**config.mk**
```make
export PLATFORM = sky130hd
export DESIGN_NAME = keypad_hex_entry
export DESIGN_NICKNAME = d
export VERILOG_FILES = /design/src/rtl/keypad_hex_entry_pkg.sv /design/src/rtl/keypad_hex_entry_sync.sv /design/src/rtl/keypad_hex_entry.sv
export SDC_FILE = /design/constraint.sdc
export NUM_CORES = 1
export LEC_CHECK = 0
export CAP_MARGIN = 25
export CORE_MARGIN = 1.5
export CORE_UTILIZATION = 51
export DETAILED_ROUTE_END_ITERATION = 6
export PLACE_DENSITY = 0.79
export SLEW_MARGIN = 20
export SYNTH_ARGS = -nofsm -noshare
export SYNTH_HDL_FRONTEND = slang
export SYNTH_HIERARCHICAL = 1
export SYNTH_SLANG_ARGS = --single-unit
```
**constraint.sdc**
```tcl
create_clock -name clk_i -period 2.2 [get_ports clk_i]
set_input_delay 0.33 -clock clk_i [delete_from_list [all_inputs] [get_ports clk_i]]
set_output_delay 0.33 -clock clk_i [all_outputs]
set_load 0.05 [all_outputs]
```
**src/rtl/keypad_hex_entry_pkg.sv**
```systemverilog
// Shared types and constants for the matrix keypad hex entry block.
// The keymap is indexed by {row, col} and returns the printed hex legend.
package keypad_pkg;

  localparam int COLS = 4;
  localparam int ROWS = 4;

  typedef enum logic [1:0] {
    ST_SCAN,
    ST_DEBOUNCE,
    ST_EMIT,
    ST_RELEASE
  } key_state_e;

  localparam logic [3:0] KEYMAP [16] = '{
    4'h1, 4'h2, 4'h3, 4'hA,
    4'h4, 4'h5, 4'h6, 4'hB,
    4'h7, 4'h8, 4'h9, 4'hC,
    4'hE, 4'h0, 4'hF, 4'hD
  };

  function automatic logic [3:0] key_map(input logic [1:0] row, input logic [1:0] col);
    return KEYMAP[{row, col}];
  endfunction

endpackage

```
**src/rtl/keypad_hex_entry_sync.sv**
```systemverilog
// Two-flop synchronizer for the asynchronous keypad row lines.
// Resets to all ones, the idle level of the pulled-up rows.
module keypad_sync #(
  parameter int WIDTH = 4
) (
  input  logic             clk_i,
  input  logic             rst_i,
  input  logic [WIDTH-1:0] async_i,
  output logic [WIDTH-1:0] sync_o
);

  logic [WIDTH-1:0] meta_q;
  logic [WIDTH-1:0] sync_q;

  always_ff @(posedge clk_i or posedge rst_i) begin
    if (rst_i) begin
      meta_q <= '1;
      sync_q <= '1;
    end else begin
      meta_q <= async_i;
      sync_q <= meta_q;
    end
  end

  assign sync_o = sync_q;

endmodule

```
**src/rtl/keypad_hex_entry.sv**
```systemverilog
// 4x4 hex keypad scanner: column scan, press/release debounce, hex encode,
// and a shift register of the most recent digits for the core to read.
module keypad_hex_entry
  import keypad_pkg::*;
#(
  parameter int SCAN_DIV       = 8,
  parameter int DEBOUNCE_SCANS = 4,
  parameter int DIGITS         = 8
) (
  input  logic                clk_i,
  input  logic                rst_i,
  input  logic [ROWS-1:0]     row_i,
  output logic [COLS-1:0]     col_o,
  input  logic                clr_i,
  output logic                key_valid_o,
  output logic [3:0]          key_code_o,
  output logic [4*DIGITS-1:0] value_o
);

  localparam int DW = (SCAN_DIV > 1) ? $clog2(SCAN_DIV) : 1;
  localparam int CW = $clog2(DEBOUNCE_SCANS + 1);
  localparam int VW = 4 * DIGITS;

  logic [ROWS-1:0] row_sync;
  key_state_e      state_q, state_d;
  logic [1:0]      col_q, col_d;
  logic [1:0]      row_q, row_d;
  logic [1:0]      low_row;
  logic [DW-1:0]   dwell_q, dwell_d;
  logic [CW-1:0]   cnt_q, cnt_d;
  logic [3:0]      key_code_q, key_code_d;
  logic [VW-1:0]   value_q, value_d;
  logic            tick;
  logic            any_low;
  logic            cnt_done;

  keypad_sync #(.WIDTH(ROWS)) u_sync (
    .clk_i   (clk_i),
    .rst_i   (rst_i),
    .async_i (row_i),
    .sync_o  (row_sync)
  );

  assign tick     = (dwell_q == DW'(SCAN_DIV - 1));
  assign any_low  = ~&row_sync;
  assign cnt_done = ((cnt_q + CW'(1)) == CW'(DEBOUNCE_SCANS));

  // Lowest-indexed low row wins when several keys share the column.
  always_comb begin
    low_row = 2'd0;
    for (int i = ROWS - 1; i >= 0; i--) begin
      if (!row_sync[i]) low_row = 2'(i);
    end
  end

  always_comb begin
    state_d    = state_q;
    col_d      = col_q;
    row_d      = row_q;
    cnt_d      = cnt_q;
    key_code_d = key_code_q;
    dwell_d    = tick ? '0 : dwell_q + DW'(1);

    case (state_q)
      ST_SCAN: begin
        if (tick) begin
          if (any_low) begin
            row_d = low_row;
            cnt_d = CW'(1);
            if (DEBOUNCE_SCANS == 1) begin
              state_d    = ST_EMIT;
              key_code_d = key_map(low_row, col_q);
            end else begin
              state_d = ST_DEBOUNCE;
            end
          end else begin
            col_d = col_q + 2'd1;
          end
        end
      end
      ST_DEBOUNCE: begin
        if (tick) begin
          if (any_low && (low_row == row_q)) begin
            if (cnt_done) begin
              state_d    = ST_EMIT;
              cnt_d      = '0;
              key_code_d = key_map(row_q, col_q);
            end else begin
              cnt_d = cnt_q + CW'(1);
            end
          end else begin
            state_d = ST_SCAN;
            col_d   = col_q + 2'd1;
            cnt_d   = '0;
          end
        end
      end
      ST_EMIT: begin
        state_d = ST_RELEASE;
        cnt_d   = '0;
      end
      ST_RELEASE: begin
        // A held key keeps the counter at zero, so there is no auto-repeat.
        if (tick) begin
          if (any_low) begin
            cnt_d = '0;
          end else if (cnt_done) begin
            state_d = ST_SCAN;
            col_d   = col_q + 2'd1;
            cnt_d   = '0;
          end else begin
            cnt_d = cnt_q + CW'(1);
          end
        end
      end
      default: begin
        state_d = ST_SCAN;
        cnt_d   = '0;
      end
    endcase
  end

  // A clear coinciding with a new key keeps only that key.
  always_comb begin
    value_d = value_q;
    if (state_q == ST_EMIT) value_d = (value_q << 4) | VW'(key_code_q);
    if (clr_i) value_d = (state_q == ST_EMIT) ? VW'(key_code_q) : '0;
  end

  always_ff @(posedge clk_i or posedge rst_i) begin
    if (rst_i) begin
      state_q    <= ST_SCAN;
      col_q      <= 2'd0;
      row_q      <= 2'd0;
      dwell_q    <= '0;
      cnt_q      <= '0;
      key_code_q <= 4'd0;
      value_q    <= '0;
    end else begin
      state_q    <= state_d;
      col_q      <= col_d;
      row_q      <= row_d;
      dwell_q    <= dwell_d;
      cnt_q      <= cnt_d;
      key_code_q <= key_code_d;
      value_q    <= value_d;
    end
  end

  assign col_o       = ~(COLS'(1) << col_q);
  assign key_valid_o = (state_q == ST_EMIT);
  assign key_code_o  = key_code_q;
  assign value_o     = value_q;

endmodule

```
---- Word level (Yosys, flattened, before mapping) ----
Memories as Yosys holds them, arrays and structs flattened. A register that Yosys moved wholly into a read port is not among the register bits.
Index checks and enable logic that the tools add are counted.
storage, ports and cells
  ROM bits ................................ 64
  register bits after elaboration ......... 52
  output and inout port bits .............. 41
  logic and storage cells ................. 76
  memories kept ........................... 1
  input port bits ......................... 7
operators by class
  bitwise operators ....................... 4
  equal/unequal tests ..................... 15
  shift operators ......................... 1
  $add $sub $neg .......................... 3
  reduce and logical (&&, ||, !) cells .... 11
  multiplexer cells ....................... 33
memories
  memory           words  width  read ports  clocked after memory_dff  wr ports  line                        text
  (no name shown)  16     4      1           1                         0         keypad_hex_entry_pkg.sv:23  return KEYMAP[{row, col}];
operator list
  cell                                              number
  2-to-1 mux 32 bit                                 2
  2-to-1 mux 2 bit                                  19
  OR 32 x 4 -> 32 bit                               1
  2-to-1 mux 3 bit                                  8
  != test 2 bit (second input constant)             8
  case mux 3 bit (4 select lines)                   1
  AND reduction 4 bit                               3
  case mux 2 bit (4 select lines)                   1
  AND reduction 8 bit                               1
  AND reduction 7 bit                               1
  adder 3 x 1 -> 3 bit (second input constant)      2
  == test 3 bit (second input constant)             2
  case mux 2 bit (3 select lines)                   1
  inverter 4 -> 5 bit                               1
  == test 2 bit (second input constant)             2
  2-to-1 mux 4 bit                                  1
  inverter 4 bit                                    1
  << shifter 1 x 2 -> 4 bit (first input constant)  1
  != test 3 bit (second input constant)             1
  AND reduction 3 bit                               1
  nonzero test 3 bit                                1
  adder 2 x 1 -> 2 bit (second input constant)      1
  == test 2 x 1 -> 1 bit (second input constant)    1
  == test 2 bit                                     1
  other kinds (5)                                   5

---- Longest topological paths before layout ----
Gate-level depths: netlist (run 1).
  depth in word-level cells ............... 9
  mapped depth ............................ 8
  gate-level depth less buffers ........... 7

---- Modules after synthesis ----
Netlist (run 1), hierarchy kept.
modules (own cells, without submodules)
  module            instances  seq. area each (µm²)  cells each  area each (µm²)
  keypad_hex_entry  1          1201.2                242         2277.2
  keypad_sync       1          210.2                 9           214.0

---- Worst setup path after synthesis (run 1) ----
OpenSTA, ideal clock, no wires.
  path kind ............................... reg-to-output
  start ................................... register state_q[0]
  end ..................................... output port key_valid_o
  cell stages (with the launch flop) ...... 6
  setup slack ............................. 0.395 ns
  data arrival time ....................... 1.475 ns
  required time ........................... 1.870 ns
  buffers on the path ..................... 3
  cell sequence ........................... dfrtp_1 -> buf_2 -> nand2b_1 -> buf_2 -> inv_2 -> clkbuf_1
on the way
  longest elaborated chain between the ends .. 1
ends and longest elaborated chain
  item                    line                     text
  start, declared         keypad_hex_entry.sv:25   key_state_e state_q, state_d;
  start signal, assigned  keypad_hex_entry.sv:140  state_q <= state_d;
  == test 2 bit           keypad_hex_entry.sv:151  assign key_valid_o = (state_q == ST_EMIT);
  end, declared           keypad_hex_entry.sv:15   output logic key_valid_o,
Every way passes these cells.

---- Worst setup path in the final report (run 1) ----
  start ................................... register col_q[0]
  end ..................................... output port col_o[3]
on the way
  longest elaborated chain between the ends .. 2
ends and longest elaborated chain
  item                       line                     text
  start, declared            keypad_hex_entry.sv:26   logic [1:0] col_q, col_d;
  start signal, assigned     keypad_hex_entry.sv:141  col_q <= col_d;
  << shifter 1 x 2 -> 4 bit  keypad_hex_entry.sv:150  assign col_o = ~(COLS'(1) << col_q);
  inverter 4 bit             keypad_hex_entry.sv:150
  end, declared              keypad_hex_entry.sv:13   output logic [COLS-1:0] col_o,
Every way passes these cells.

==> results of run 1 <==
final cells by class:
cell class,instances,area (um2)
well taps,67,83.83
repair buffers,52,509.2
inverters,14,52.55
clock inverters,2,38.79
fillers,385,1589
multi-input cells,166,955.9
clock buffers,6,82.58
flip-flops and latches,56,1411
final timing paths:
check,from,to,slack [ns],cells after the start
min in group asynchronous,rst_i,col_q[1],0.52,3
min reg2reg,u_sync/meta_q[2],u_sync/sync_o[2],0.36,0
min,u_sync/meta_q[2],u_sync/sync_o[2],0.36,0
max reg2reg,cnt_q[0],col_q[1],0.32,6
max,col_q[0],col_o[3],0.27,3
max in group asynchronous,rst_i,cnt_q[1],1.27,3
Yosys cell counts (2+ instances only):
master	instances
nand3b_1	5
clkbuf_1	10
nand2_1	76
a21oi_1	35
o21ai_0	5
mux2i_1	5
nand2b_1	2
o211ai_1	2
mux2_2	2
a32o_1	2
nor2_1	4
inv_1	13
buf_2	3
dfrtp_1	48
dfstp_2	8
ha_1	11
power groups by stage:
| stage | Sequential [mW] | Clock, mW | Combinational (mW) |
|---|---|---|---|
| 2_1_floorplan | 1.17 | 0 | 0.537 |
| 3_3_place_gp | 1.23 | 0 | 0.622 |
| 3_5_place_dp | 1.23 | 0 | 0.631 |
| 4_1_cts | 1.22 | 0.728 | 0.635 |
| 5_1_grt | 1.24 | 0.763 | 0.694 |
| 6_report | 1.22 | 0.697 | 0.631 |
state kept, by name, summed over array words and instances (netlist names), named ones only:
| register | flops |
|---|---|
| cnt_q | 3 |
| col_q | 2 |
| dwell_q | 3 |
| key_code_o | 4 |
| row_q | 2 |
| state_q | 1 |
| u_sync/meta_q | 4 |
| u_sync/sync_o | 4 |
| value_o | 32 |
metrics by stage:
stage / cells / util / total power [mW] / setup WS [ns] / area [um2]
detailed placement: 355 / 0.6381 / 1.864 / 0.3375 / 3014
CTS: 363 / 0.6636 / 2.580 / 0.2478 / 3134
global route: 363 / 0.6636 / 2.692 / 0.1939 / 3134
floorplan: 251 / - / 1.708 / 0.3946 / 2491
global placement: 355 / 0.6381 / 1.852 / 0.3695 / 3014
finish: 363 / 0.6636 / 2.545 / 0.2724 / 3134
per-layer routing:
metal,track usage,up-vias,routed length (um)
met5,0,-,0
met4,0.08595,0,99
met3,0.04144,8,157
met2,0.3191,44,2328
met1,0.2644,896,2247
li1,-,917,-
critical path: cells and delay by family, from the launching register on:
kind | cells | cell delay, ns
adders and majority gates | 1 | 0.26
DFF | 1 | 0.46
buffers and inverters | 2 | 0.58
logic make-up after synthesis:
group,synth area share
xor gates and xnor gates,0.003516
adders and majority gates,0.05525
DFF,0.5665
muxes,0.04420
AOI/OAI and AO/OA,0.1160
buffers and inverters,0.04972
and+or+nand+nor,0.1647
placed cells by master (no fill, tap or decap), types with 2 or more instances in the layout:
master           netlist  routed
clkdlybuf4s50_1        0      42
buf_4                  1       8
nor2_1                 4       4
dfstp_2                8       8
nand2_1               76      76
a32o_1                 2       2
dfrtp_1               48      48
nand2b_1               2       2
clkbuf_8               0       6
a21oi_1               35      35
nand3b_1               5       5
o21ai_0                5       5
inv_1                 13      12
inv_2                  1       2
mux2_2                 2       2
o211ai_1               2       2
ha_1                  11      11
mux2i_1                5       5
==> impl_metrics.env, run 1 <==
export IMPL_outcome="finished, final reports clean"
export IMPL_period_needed_ns=1.928
export IMPL_maxCapViolCount=0
export IMPL_grt_first_pass_wirelength_um=8100
export IMPL_start_util=0.5274
export IMPL_cts_resized=1
export IMPL_start_kind="flop"
export IMPL_ys_seq_elements=56
export IMPL_sequentialPowerShare=0.478
export IMPL_die_y_um=72.89
export IMPL_critPathSlowestCell="dlygate4sd2_1"
export IMPL_wl_um=4832
export IMPL_cellPowerDensity_mw_per_mm2=812.1
export IMPL_p_int_mw=1.723
export IMPL_ys_warn_count=6
export IMPL_worstPathMaxFanout=7
export IMPL_synth_area_leaders="dfrtp_1 (48%), nand2_1 (11%), dfstp_2 (8.4%), a21oi_1 (7.0%), ha_1 (5.5%)"
export IMPL_htree_levels=2
export IMPL_p_leak_nw=1.366
export IMPL_finalHoldViolCount=0
export IMPL_syn_num_nets=269
export IMPL_setup_tns_ns=0
export IMPL_io_pins=48
export IMPL_drtIter0Drc=182
export IMPL_clock_skew_ns=0.01092
export IMPL_final_layout_size_suffix_gt1_frac=0.1149
export IMPL_rows=25
export IMPL_pwr_share_comb=0.248
export IMPL_cts_buffers_inserted=5
export IMPL_vias=1865
export IMPL_arrival_ns=1.60
export IMPL_cts_sinks=56
export IMPL_worstMarginPinSlew_ns=0.6125
export IMPL_syn_area_per_cell_um2=9.925
export IMPL_antenna_cells=0
export IMPL_netSwitchingPower_mw=0.8228
export IMPL_ys_types=36
export IMPL_place_gp_congestion=0.7857
export IMPL_antenna_left=0
export IMPL_setup_viol_count_final=0
export IMPL_fmax_ghz=0.5188
export IMPL_root_buffer="clkbuf_8"
export IMPL_relSlewSlack=0.5917
export IMPL_path_class="reg -> out"
export IMPL_antenna_found_initial=0
export IMPL_wl_per_cell_um=13.31
export IMPL_clk_latency_ns=0.31
export IMPL_synthToLayoutAreaGrowth_pct=25.82
export IMPL_die_x_um=72.89
export IMPL_dieArea_mm2=0.005313
export IMPL_ir_worst_vdd_uv=893.8
export IMPL_grt_overflow_total=0
export IMPL_hold_class="reg -> reg"
export IMPL_layout_nets=313
export IMPL_yosysSeqAreaShare=0.5665
export IMPL_async_reset_ff_frac=1.000
export IMPL_required_ns=1.87
export IMPL_fin_hold_ws_ns=0.3595
export IMPL_dp_hpwl_um=3202
export IMPL_syn_area_mm2=0.002491
export IMPL_syn_inst=251
export IMPL_io_buffers=47
export IMPL_grt_max_degree=49
export IMPL_synth_edff_count=0
export IMPL_cts_buffer_depth=2
export IMPL_slew_viol_final=0
export IMPL_grt_use_total=0.1995
export IMPL_first_pass_iters=4
export IMPL_final_period_utilization=0.8762
export IMPL_p_sw_frac=0.3232
export IMPL_cp_cell_sequence="ha_1 -> inv_1 -> dlygate4sd2_1"
export IMPL_clk_pin_slew_ns=0.09
export IMPL_post_cts_buffers=0
export IMPL_ctsHoldBuffers=0
export IMPL_yosysTopAreaCellShare=0.4822
export IMPL_grt_setup_unrepaired="false"
export IMPL_routed_via_density=5.138
export IMPL_cts_tree="done"
export IMPL_core_area_mm2=0.004723
export IMPL_synth_area_leader_cell="dfrtp_1"
export IMPL_power_share_clock=0.274
export IMPL_slowest_delay_ns=0.52
export IMPL_drcViolationCount=0
export IMPL_grt_pass1_vias=1761
export IMPL_end_kind="primary output"
export IMPL_synth_main_ff_cell="dfrtp_1"
No activity file was read; power rests on OpenSTA's default activity.
==> run 2, diff against run 1 <==
--- a/config.mk
+++ b/config.mk
@@ -7,9 +7,10 @@
 export LEC_CHECK = 0
 export CAP_MARGIN = 25
 export CORE_MARGIN = 1.5
-export CORE_UTILIZATION = 51
+export CORE_UTILIZATION = 53
+export CTS_BUF_LIST = sky130_fd_sc_hd__clkbuf_4 sky130_fd_sc_hd__clkbuf_8
 export DETAILED_ROUTE_END_ITERATION = 6
-export PLACE_DENSITY = 0.79
+export PLACE_DENSITY = 0.81
 export SLEW_MARGIN = 20
 export SYNTH_ARGS = -nofsm -noshare
 export SYNTH_HDL_FRONTEND = slang
==> impl_metrics.env, run 2 (same netlist as run 1, synthesis figures left out) <==
export IMPL_outcome="finished with violations"
export IMPL_violations="DRC"
export IMPL_cts_sinks=56
export IMPL_slowest_delay_ns=0.52
export IMPL_place_gp_congestion=0.8200
export IMPL_reg2reg_slack_ns=0.38
export IMPL_cp_buffers_inverters=2
export IMPL_final_period_utilization=0.8783
export IMPL_core_area_mm2=0.004444
export IMPL_wl_um=4705
export IMPL_antenna_cells=0
export IMPL_worstPathMaxFanout=7
export IMPL_rows=24
export IMPL_grt_pass1_vias=1735
export IMPL_layout_nets=312
export IMPL_grt_first_pass_wirelength_um=7914
export IMPL_grt_overflow_total=0
export IMPL_critPathSlowestCell="dlygate4sd2_1"
export IMPL_drtIter0Drc=66
export IMPL_dieArea_mm2=0.005121
export IMPL_vias=1859
export IMPL_ctsHoldBuffers=0
export IMPL_path_class="reg -> out"
export IMPL_antenna_left=0
export IMPL_slew_viol_final=0
export IMPL_arrival_ns=1.60
export IMPL_io_buffers=47
export IMPL_synthToLayoutAreaGrowth_pct=24.11
export IMPL_final_layout_size_suffix_gt1_frac=0.1119
export IMPL_cts_buffer_depth=2
export IMPL_busiest_layer="met2"
export IMPL_first_pass_iters=6
export IMPL_die_x_um=71.56
export IMPL_use_met3=0.04641
export IMPL_clk_latency_ns=0.31
export IMPL_required_ns=1.87
export IMPL_start_kind="flop"
export IMPL_cts_tree="done"
export IMPL_grt_setup_unrepaired="false"
export IMPL_layout_commonest_cell="nand2_1"
export IMPL_start_util=0.5605
export IMPL_die_y_um=71.56
export IMPL_cellPowerDensity_mw_per_mm2=781.3
export IMPL_htree_levels=2
export IMPL_cp_top_family="buffers and inverters"
export IMPL_clk_pin_slew_ns=0.10
export IMPL_fmax_ghz=0.5175
export IMPL_wl_per_cell_um=13.56
export IMPL_instances_no_fill=347
export IMPL_antenna_found_initial=0
export IMPL_p_total_mw=2.416
export IMPL_finalHoldViolCount=0
export IMPL_setup_viol_count_final=0
export IMPL_io_pins=48
export IMPL_setup_tns_ns=0
export IMPL_hold_class="in -> async"
export IMPL_grtUsageMet2=0.3209
export IMPL_met1_usage=0.2576
export IMPL_cp_cell_sequence="ha_1 -> inv_1 -> dlygate4sd2_1"
export IMPL_largest_register_ffs=32
export IMPL_final_util=0.6957
export IMPL_root_buffer="clkbuf_8"
export IMPL_worstMarginPinSlew_ns=0.5294
export IMPL_dpl_cell_count=339
export IMPL_dp_hpwl_um=3239
export IMPL_grt_use_total=0.1975
export IMPL_clock_skew_ns=0.01267
export IMPL_end_kind="primary output"
export IMPL_grt_max_degree=34
export IMPL_routed_via_density=5.357
export IMPL_p_leak_nw=1.349
export IMPL_cts_buffers_inserted=5
export IMPL_final_cell_mix="nand2_1 (76), dfrtp_1 (48), clkdlybuf4s50_1 (42)"
export IMPL_period_needed_ns=1.932
export IMPL_ir_worst_vdd_uv=919.2
export IMPL_drcViolationCount=3
export IMPL_maxCapViolCount=0
export IMPL_relSlewSlack=0.6459
[run 2: worst paths after layout]
kind,start,endpoint,depth (start not counted)
min in group clk_i,u_sync/meta_q[1],u_sync/sync_o[1],0
worst max register to register,cnt_q[0],col_q[1],6
max in group asynchronous,rst_i,key_code_o[3],3
worst max-delay path,col_q[0],col_o[3],3
worst min-delay path,rst_i,value_o[28],2
worst min register to register,u_sync/meta_q[1],u_sync/sync_o[1],0
[run 2: what timing repair did]
| item | CTS | global route |
|---|---|---|
| setup buffers | 0 | 0 |
| endpoints found under the setup margin | 1 | 0 |
| gates resized for setup | 1 | 0 |
[run 2: metrics by stage]
step | hold WS, ns | cell area, um2 | setup slack, ns
2_1_floorplan | 0.3345 | 2491 | 0.3946
3_3_place_gp | 0.3461 | 3000 | 0.3642
3_5_place_dp | 0.3470 | 3000 | 0.3272
4_1_cts | 0.3602 | 3092 | 0.2497
5_1_grt | 0.3629 | 3092 | 0.1881
6_report | 0.3572 | 3092 | 0.2678
[run 2: area by class of cell]
type	instances	area (um2)
Sequential cell	56	1411
Fill cell	342	1353
Multi-Input combinational cell	166	955.9
Timing Repair Buffer	51	514.2
Clock buffer	6	76.32
Tap cell	52	65.06
Inverter	14	52.55
Clock inverter	2	16.27
[run 2: where the power goes]
group	internal, mW	leakage [nW]	switching, mW	total [mW]
Sequential	1.10	0.738	0.118	1.22
Combinational	0.253	0.566	0.373	0.626
Clock	0.240	0.0448	0.331	0.571
[run 2: per-layer routing]
layer,vias to the layer above,routed length [um],part of all wire
li1,915,-,-
met5,-,0,0
met2,51,2323,0.49
met3,10,191,0.041
met4,0,83,0.018
met1,883,2108,0.45
==> run 3, diff against run 2 <==
--- a/config.mk
+++ b/config.mk
@@ -5,7 +5,6 @@
 export SDC_FILE = /design/constraint.sdc
 export NUM_CORES = 1
 export LEC_CHECK = 0
-export CAP_MARGIN = 25
 export CORE_MARGIN = 1.5
 export CORE_UTILIZATION = 53
 export CTS_BUF_LIST = sky130_fd_sc_hd__clkbuf_4 sky130_fd_sc_hd__clkbuf_8
==> results of run 3 <==
Final layout, timing and power as in run 2 (identical DEF).
